$ cat src/rtl/fsm_sequential_divider.sv
`timescale 1ns/1ps
// fsm_sequential_divider
//   Signed two's-complement restoring divider, one quotient bit per clock.
//   Divides a 2*LENGTH-bit dividend by a LENGTH-bit divisor and returns a
//   LENGTH-bit quotient (truncated toward zero) and a LENGTH-bit remainder
//   (same sign as the dividend). Handshake and flags match the sequential
//   multiplier so both can share an arithmetic unit.
//
// Ports
//   clock        rising-edge clock
//   reset        synchronous, active-high reset
//   start        request; sampled only in IDLE or READY
//   dividend     signed dividend (2*LENGTH bits), sampled on accept
//   divisor      signed divisor (LENGTH bits), sampled on accept
//   quotient     signed quotient, wrapped to LENGTH bits on overflow
//   remainder    signed remainder
//   Computing    high while in COMPUTING or FIX
//   Ready        one-cycle pulse, result valid
//   Negative     true quotient is negative
//   overflow     true quotient does not fit LENGTH bits, or divide by zero
//   div_by_zero  divisor was zero
module fsm_sequential_divider #(
  parameter int LENGTH = 5
) (
  input  logic                  clock,
  input  logic                  reset,
  input  logic                  start,
  input  logic [2*LENGTH-1:0]   dividend,
  input  logic [LENGTH-1:0]     divisor,
  output logic [LENGTH-1:0]     quotient,
  output logic [LENGTH-1:0]     remainder,
  output logic                  Computing,
  output logic                  Ready,
  output logic                  Negative,
  output logic                  overflow,
  output logic                  div_by_zero
);

  localparam int DW = 2 * LENGTH;
  localparam int CW = $clog2(2 * LENGTH + 1);

  // Largest quotient magnitudes representable in LENGTH signed bits.
  localparam logic [DW-1:0] QPOS_MAX = DW'((1 << (LENGTH - 1)) - 1);
  localparam logic [DW-1:0] QNEG_MAX = DW'(1 << (LENGTH - 1));

  typedef enum logic [1:0] {
    IDLE      = 2'd0,
    COMPUTING = 2'd1,
    FIX       = 2'd2,
    READY     = 2'd3
  } state_t;

  state_t            state_q, state_d;
  logic [DW-1:0]     dvd_q, dvd_d;     // dividend magnitude, consumed MSB first
  logic [LENGTH-1:0] dvs_q, dvs_d;     // divisor magnitude
  logic [LENGTH-1:0] part_q, part_d;   // partial remainder (always < |divisor|)
  logic [DW-1:0]     qmag_q, qmag_d;   // quotient magnitude
  logic [CW-1:0]     cnt_q, cnt_d;
  logic              sgnq_q, sgnq_d;
  logic              sgnr_q, sgnr_d;
  logic              zero_q, zero_d;
  logic [LENGTH-1:0] quot_q, quot_d;
  logic [LENGTH-1:0] rem_q, rem_d;
  logic              neg_q, neg_d;
  logic              ovf_q, ovf_d;
  logic              dbz_q, dbz_d;
  logic [LENGTH:0]   part_sh;          // partial remainder after shift-in

  always_ff @(posedge clock) begin
    if (reset) begin
      state_q <= IDLE;
      dvd_q   <= '0;
      dvs_q   <= '0;
      part_q  <= '0;
      qmag_q  <= '0;
      cnt_q   <= '0;
      sgnq_q  <= 1'b0;
      sgnr_q  <= 1'b0;
      zero_q  <= 1'b0;
      quot_q  <= '0;
      rem_q   <= '0;
      neg_q   <= 1'b0;
      ovf_q   <= 1'b0;
      dbz_q   <= 1'b0;
    end else begin
      state_q <= state_d;
      dvd_q   <= dvd_d;
      dvs_q   <= dvs_d;
      part_q  <= part_d;
      qmag_q  <= qmag_d;
      cnt_q   <= cnt_d;
      sgnq_q  <= sgnq_d;
      sgnr_q  <= sgnr_d;
      zero_q  <= zero_d;
      quot_q  <= quot_d;
      rem_q   <= rem_d;
      neg_q   <= neg_d;
      ovf_q   <= ovf_d;
      dbz_q   <= dbz_d;
    end
  end

  always_comb begin
    state_d = state_q;
    dvd_d   = dvd_q;
    dvs_d   = dvs_q;
    part_d  = part_q;
    qmag_d  = qmag_q;
    cnt_d   = cnt_q;
    sgnq_d  = sgnq_q;
    sgnr_d  = sgnr_q;
    zero_d  = zero_q;
    quot_d  = quot_q;
    rem_d   = rem_q;
    neg_d   = neg_q;
    ovf_d   = ovf_q;
    dbz_d   = dbz_q;
    part_sh = {part_q, dvd_q[DW-1]};

    unique case (state_q)
      IDLE, READY: begin
        if (start) begin
          // Magnitudes are unsigned, so the most negative operand still fits.
          dvd_d   = dividend[DW-1] ? -dividend : dividend;
          dvs_d   = divisor[LENGTH-1] ? -divisor : divisor;
          sgnq_d  = dividend[DW-1] ^ divisor[LENGTH-1];
          sgnr_d  = dividend[DW-1];
          zero_d  = (divisor == '0);
          part_d  = '0;
          qmag_d  = '0;
          cnt_d   = '0;
          quot_d  = '0;
          rem_d   = '0;
          neg_d   = 1'b0;
          ovf_d   = 1'b0;
          dbz_d   = 1'b0;
          state_d = COMPUTING;
        end else begin
          state_d = IDLE;
        end
      end

      COMPUTING: begin
        if (zero_q) begin
          quot_d  = '0;
          rem_d   = '0;
          neg_d   = 1'b0;
          ovf_d   = 1'b1;
          dbz_d   = 1'b1;
          state_d = READY;
        end else begin
          dvd_d = {dvd_q[DW-2:0], 1'b0};
          if (part_sh >= {1'b0, dvs_q}) begin
            part_d = LENGTH'(part_sh - {1'b0, dvs_q});
            qmag_d = {qmag_q[DW-2:0], 1'b1};
          end else begin
            part_d = part_sh[LENGTH-1:0];
            qmag_d = {qmag_q[DW-2:0], 1'b0};
          end
          cnt_d = cnt_q + CW'(1);
          if (cnt_q == CW'(DW - 1)) state_d = FIX;
        end
      end

      FIX: begin
        quot_d  = sgnq_q ? -qmag_q[LENGTH-1:0] : qmag_q[LENGTH-1:0];
        rem_d   = sgnr_q ? -part_q : part_q;
        neg_d   = sgnq_q && (qmag_q != '0);
        ovf_d   = sgnq_q ? (qmag_q > QNEG_MAX) : (qmag_q > QPOS_MAX);
        state_d = READY;
      end

      default: state_d = IDLE;
    endcase
  end

  assign quotient    = quot_q;
  assign remainder   = rem_q;
  assign Negative    = neg_q;
  assign overflow    = ovf_q;
  assign div_by_zero = dbz_q;
  assign Ready       = (state_q == READY);
  assign Computing   = (state_q == COMPUTING) || (state_q == FIX);

endmodule
$ cat config.mk
export PLATFORM = sky130hd
export DESIGN_NAME = fsm_sequential_divider
export DESIGN_NICKNAME = d
export VERILOG_FILES = /design/src/rtl/fsm_sequential_divider.sv
export SDC_FILE = /design/constraint.sdc
export NUM_CORES = 1
export LEC_CHECK = 0
export CORE_ASPECT_RATIO = 1.2
export CORE_MARGIN = 5
export CORE_UTILIZATION = 45
export CTS_CLUSTER_SIZE = 28
export DETAILED_ROUTE_END_ITERATION = 10
export PLACE_DENSITY_LB_ADDON = 0.08
export SYNTH_ARGS = -nofsm -noshare
export SYNTH_HDL_FRONTEND = slang
export SYNTH_SLANG_ARGS = --single-unit
$ cat constraint.sdc
create_clock -name clock -period 2.1 [get_ports clock]
set_input_delay 0.525 -clock clock [delete_from_list [all_inputs] [get_ports clock]]
set_output_delay 0.525 -clock clock [all_outputs]
set_load 0.01 [all_outputs]
==> results.yml <==
status:
  status: "finished clean"
worst_setup_path:
  rr_startpoint: "dvd_q[9]$_SDFFE_PP0P_"
  slowest_stage: "fa_1"
  arrival_ns: 2.12
  path_common_cell: "inv_1"
  cp_max_fo: 5
  cp-start-kind: "flop"
  path_class: "flop to flop"
  cp_cell_sequence: "inv_1 -> ha_1 -> inv_1 -> fa_1 -> nand3_1 -> a31o_2 -> a211oi_1 -> a211o_1"
  crit_required_ns: 2.29
  max_stage_delay_ns: 0.40
  endpoint_kind: "flop"
  critPathLaunch: "dvd_q[9]$_SDFFE_PP0P_"
clocking:
  clk_pin_slew_ns: 0.10
  htreeDepth: 2
  clock_latency_ns: 0.30
  post-cts-setup-buffer-count: 0
  cts_resized: 2
  clock-root-buffer: "clkbuf_8"
  cts_tree: "yes"
  cts_num_sinks: 52
  cts_hold_buffers: 0
  clockBufferDepth: 2
  cts_buffers: 5
floorplanning:
  placementRows: 32
  ios: 33
  coreArea_um2: 6326
  die_h_um: 97.74
  initial_core_util_pct: 45.63
  dieArea_um2: 8123
  die_x_um: 83.11
power_and_ir_drop:
  p_leak_nw: 1.392
  total_power_mw: 4.051
  p_per_area_nw_per_um2: 1121
  ir_drop_v: 0.0004308
route:
  ant_nets: 0
  wl_per_cell_um: 13.60
  wirelength_um: 6775
  via_count: 2711
  vias_per_cell: 5.444
  drc: 0
  drt_iter0_drc: 111
  firstDrtPassIters: 4
synthesis:
  synth_edf_count: 0
  synth_top_area_cell: "dfxtp_1"
  async_reset_ff_share_pct: 0
  synth_top_area_share_pct: 36.06
  ys_ff_latch: 52
  synthTopCellsByCount: "dfxtp_1 (52), nand2_1 (40), a21oi_1 (39)"
  yosysWarnings: 0
  synth_nets: 391
  yosysMostFrequentCell: "dfxtp_1"
  synthTopCellsByArea: "dfxtp_1 (36%), a21oi_1 (6.8%), ha_1 (6.1%), nand2_1 (5.2%), nand3_1 (4.0%)"
  ys.flop_type: "dfxtp_1"
  seq_area_frac_synth_pct: 36.06
  avgSynthCellArea_um2: 8.063
  synth_cells: 358
  synth.distinct_cells: 54
  netlist_area_um2: 2887
final_layout:
  final_nets: 445
  drive_gt1_share_pct: 12.11
  n_antenna_cell: 0
  instances_no_fill: 498
  seq_area_um2: 1042
  fillers: 645
  multi_input_comb_area_um2: 1684
  syn2layout_area_growth_pct: 25.18
global_routing:
  grt-ovfl-total: 0
  grt_pass1_wl_um: 11730
  grt_pass1_vias: 2635
  grt_usage_pct: 16.89
  grt_start_max_net_pins: 25
  antenna_found_initial: 0
timing:
  finalSetupViolations: 0
  slew_headroom_pct: 64.32
  clock_skew_ns: 0.009824
  rsz0062_at_grt: "false"
  final_hold_viol_count: 0
  fin_crit_sh_pct: 91.73
  slew_violations: 0
  layout_min_cycle_time_ns: 1.926
  max_freq_ghz: 0.5191
  tightest_slew_ns: 0.5352
place:
  placed_cells: 490
  dp_hpwl_um: 5255
  gp_congestion: 0.8662
  port_buffers: 32
flow_run:
  cap_violations: 0
hold_path:
  hp-start: "remainder[0]$_SDFFE_PP0P_"
  min_path_type: "flop to flop"
-- cells in the final DEF (no fill, tap or decap), types with 6 or more instances in the layout --
cell,n
clkdlybuf4s50_1,31
nor2_1,22
a211oi_1,9
o211ai_1,7
a21oi_1,39
nand2b_1,8
nand4_1,6
dfxtp_1,51
o21ai_0,10
nor3_1,8
nand3_1,23
nand3b_1,7
xnor2_1,8
nand2_1,40
ha_1,14
buf_4,33
inv_1,22
-- sequential cells by signal, summed over array words and instances, names as in the netlist, 2 cells and up --
register   count
dvd_q         10
qmag_q        10
dvs_q          5
part_q         5
quotient       5
remainder      5
cnt_q          4
state_q        2
-- through the flow --
step / TNS, ns / util, % / setup slack, ns / instance area (µm²) / hold slack, ns
2_1_floorplan: 0 / - / 0.3588 / 2887 / 0.4263
3_3_place_gp: -0.09519 / 55.36 / -0.03964 / 3502 / 0.4387
5_1_grt: 0 / 57.12 / 0.01902 / 3613 / 0.4767
3_5_place_dp: -0.2758 / 55.36 / -0.1128 / 3502 / 0.4432
6_report: 0 / 57.12 / 0.1736 / 3613 / 0.4532
4_1_cts: 0 / 57.12 / 0.1602 / 3613 / 0.4569
-- logic make-up (layout without fill, tap and decap cells) --
| family | count (synthesis) | after routing | share of synthesized area, % |
|---|---|---|---|
| compound gates | 91 | 91 | 20.63 |
| fa+ha+maj | 15 | 15 | 6.762 |
| xor+xnor | 13 | 13 | 3.945 |
| mux | 2 | 2 | 0.6936 |
| flops | 52 | 52 | 36.06 |
| simple gates | 144 | 144 | 26.31 |
| buf+inv | 41 | 96 | 5.592 |
-- area by class of cell --
type / count / area share [%]
inverters: 22 / 2.285
flip-flops and latches: 52 / 28.84
clock buffers: 6 / 2.008
repair buffers: 66 / 16.24
clock inverters: 2 / 1.073
multi-input cells: 265 / 46.61
well taps: 85 / 2.943
-- layer usage --
metal	up-vias	part of all wire (%)	GRT usage [%]
met4	0	2.7	7.799
met5	-	0	0
met1	1264	43	20.31
li1	1384	-	-
met2	47	51	30.06
met3	16	3.1	1.772
-- worst paths after layout --
kind / slack [ns] / cells after the start / endpoint
setup / recovery: 0.17 / 8 / part_q[3]$_SDFFE_PP0P_
hold / removal: 0.45 / 2 / remainder[0]$_SDFFE_PP0P_
setup reg to reg: 0.17 / 8 / part_q[3]$_SDFFE_PP0P_
hold reg to reg: 0.45 / 2 / remainder[0]$_SDFFE_PP0P_
-- critical path, delay by kind of cell, from the launching register on --
family | cells | cell delay, ns
DFF | 1 | 0.33
adders and majority gates | 2 | 0.57
AOI/OAI and AO/OA | 3 | 0.64
and+or+nand+nor | 1 | 0.15
buffers and inverters | 2 | 0.15
-- where the power goes --
part / switching (mW) / leakage, nW / internal [mW]
clock: 0.325 / 0.0558 / 0.360
sequential: 0.138 / 0.423 / 1.15
combinational: 1.22 / 0.913 / 0.860
total: 1.68 / 1.39 / 2.37
No activity file was read; power rests on OpenSTA's default activity.
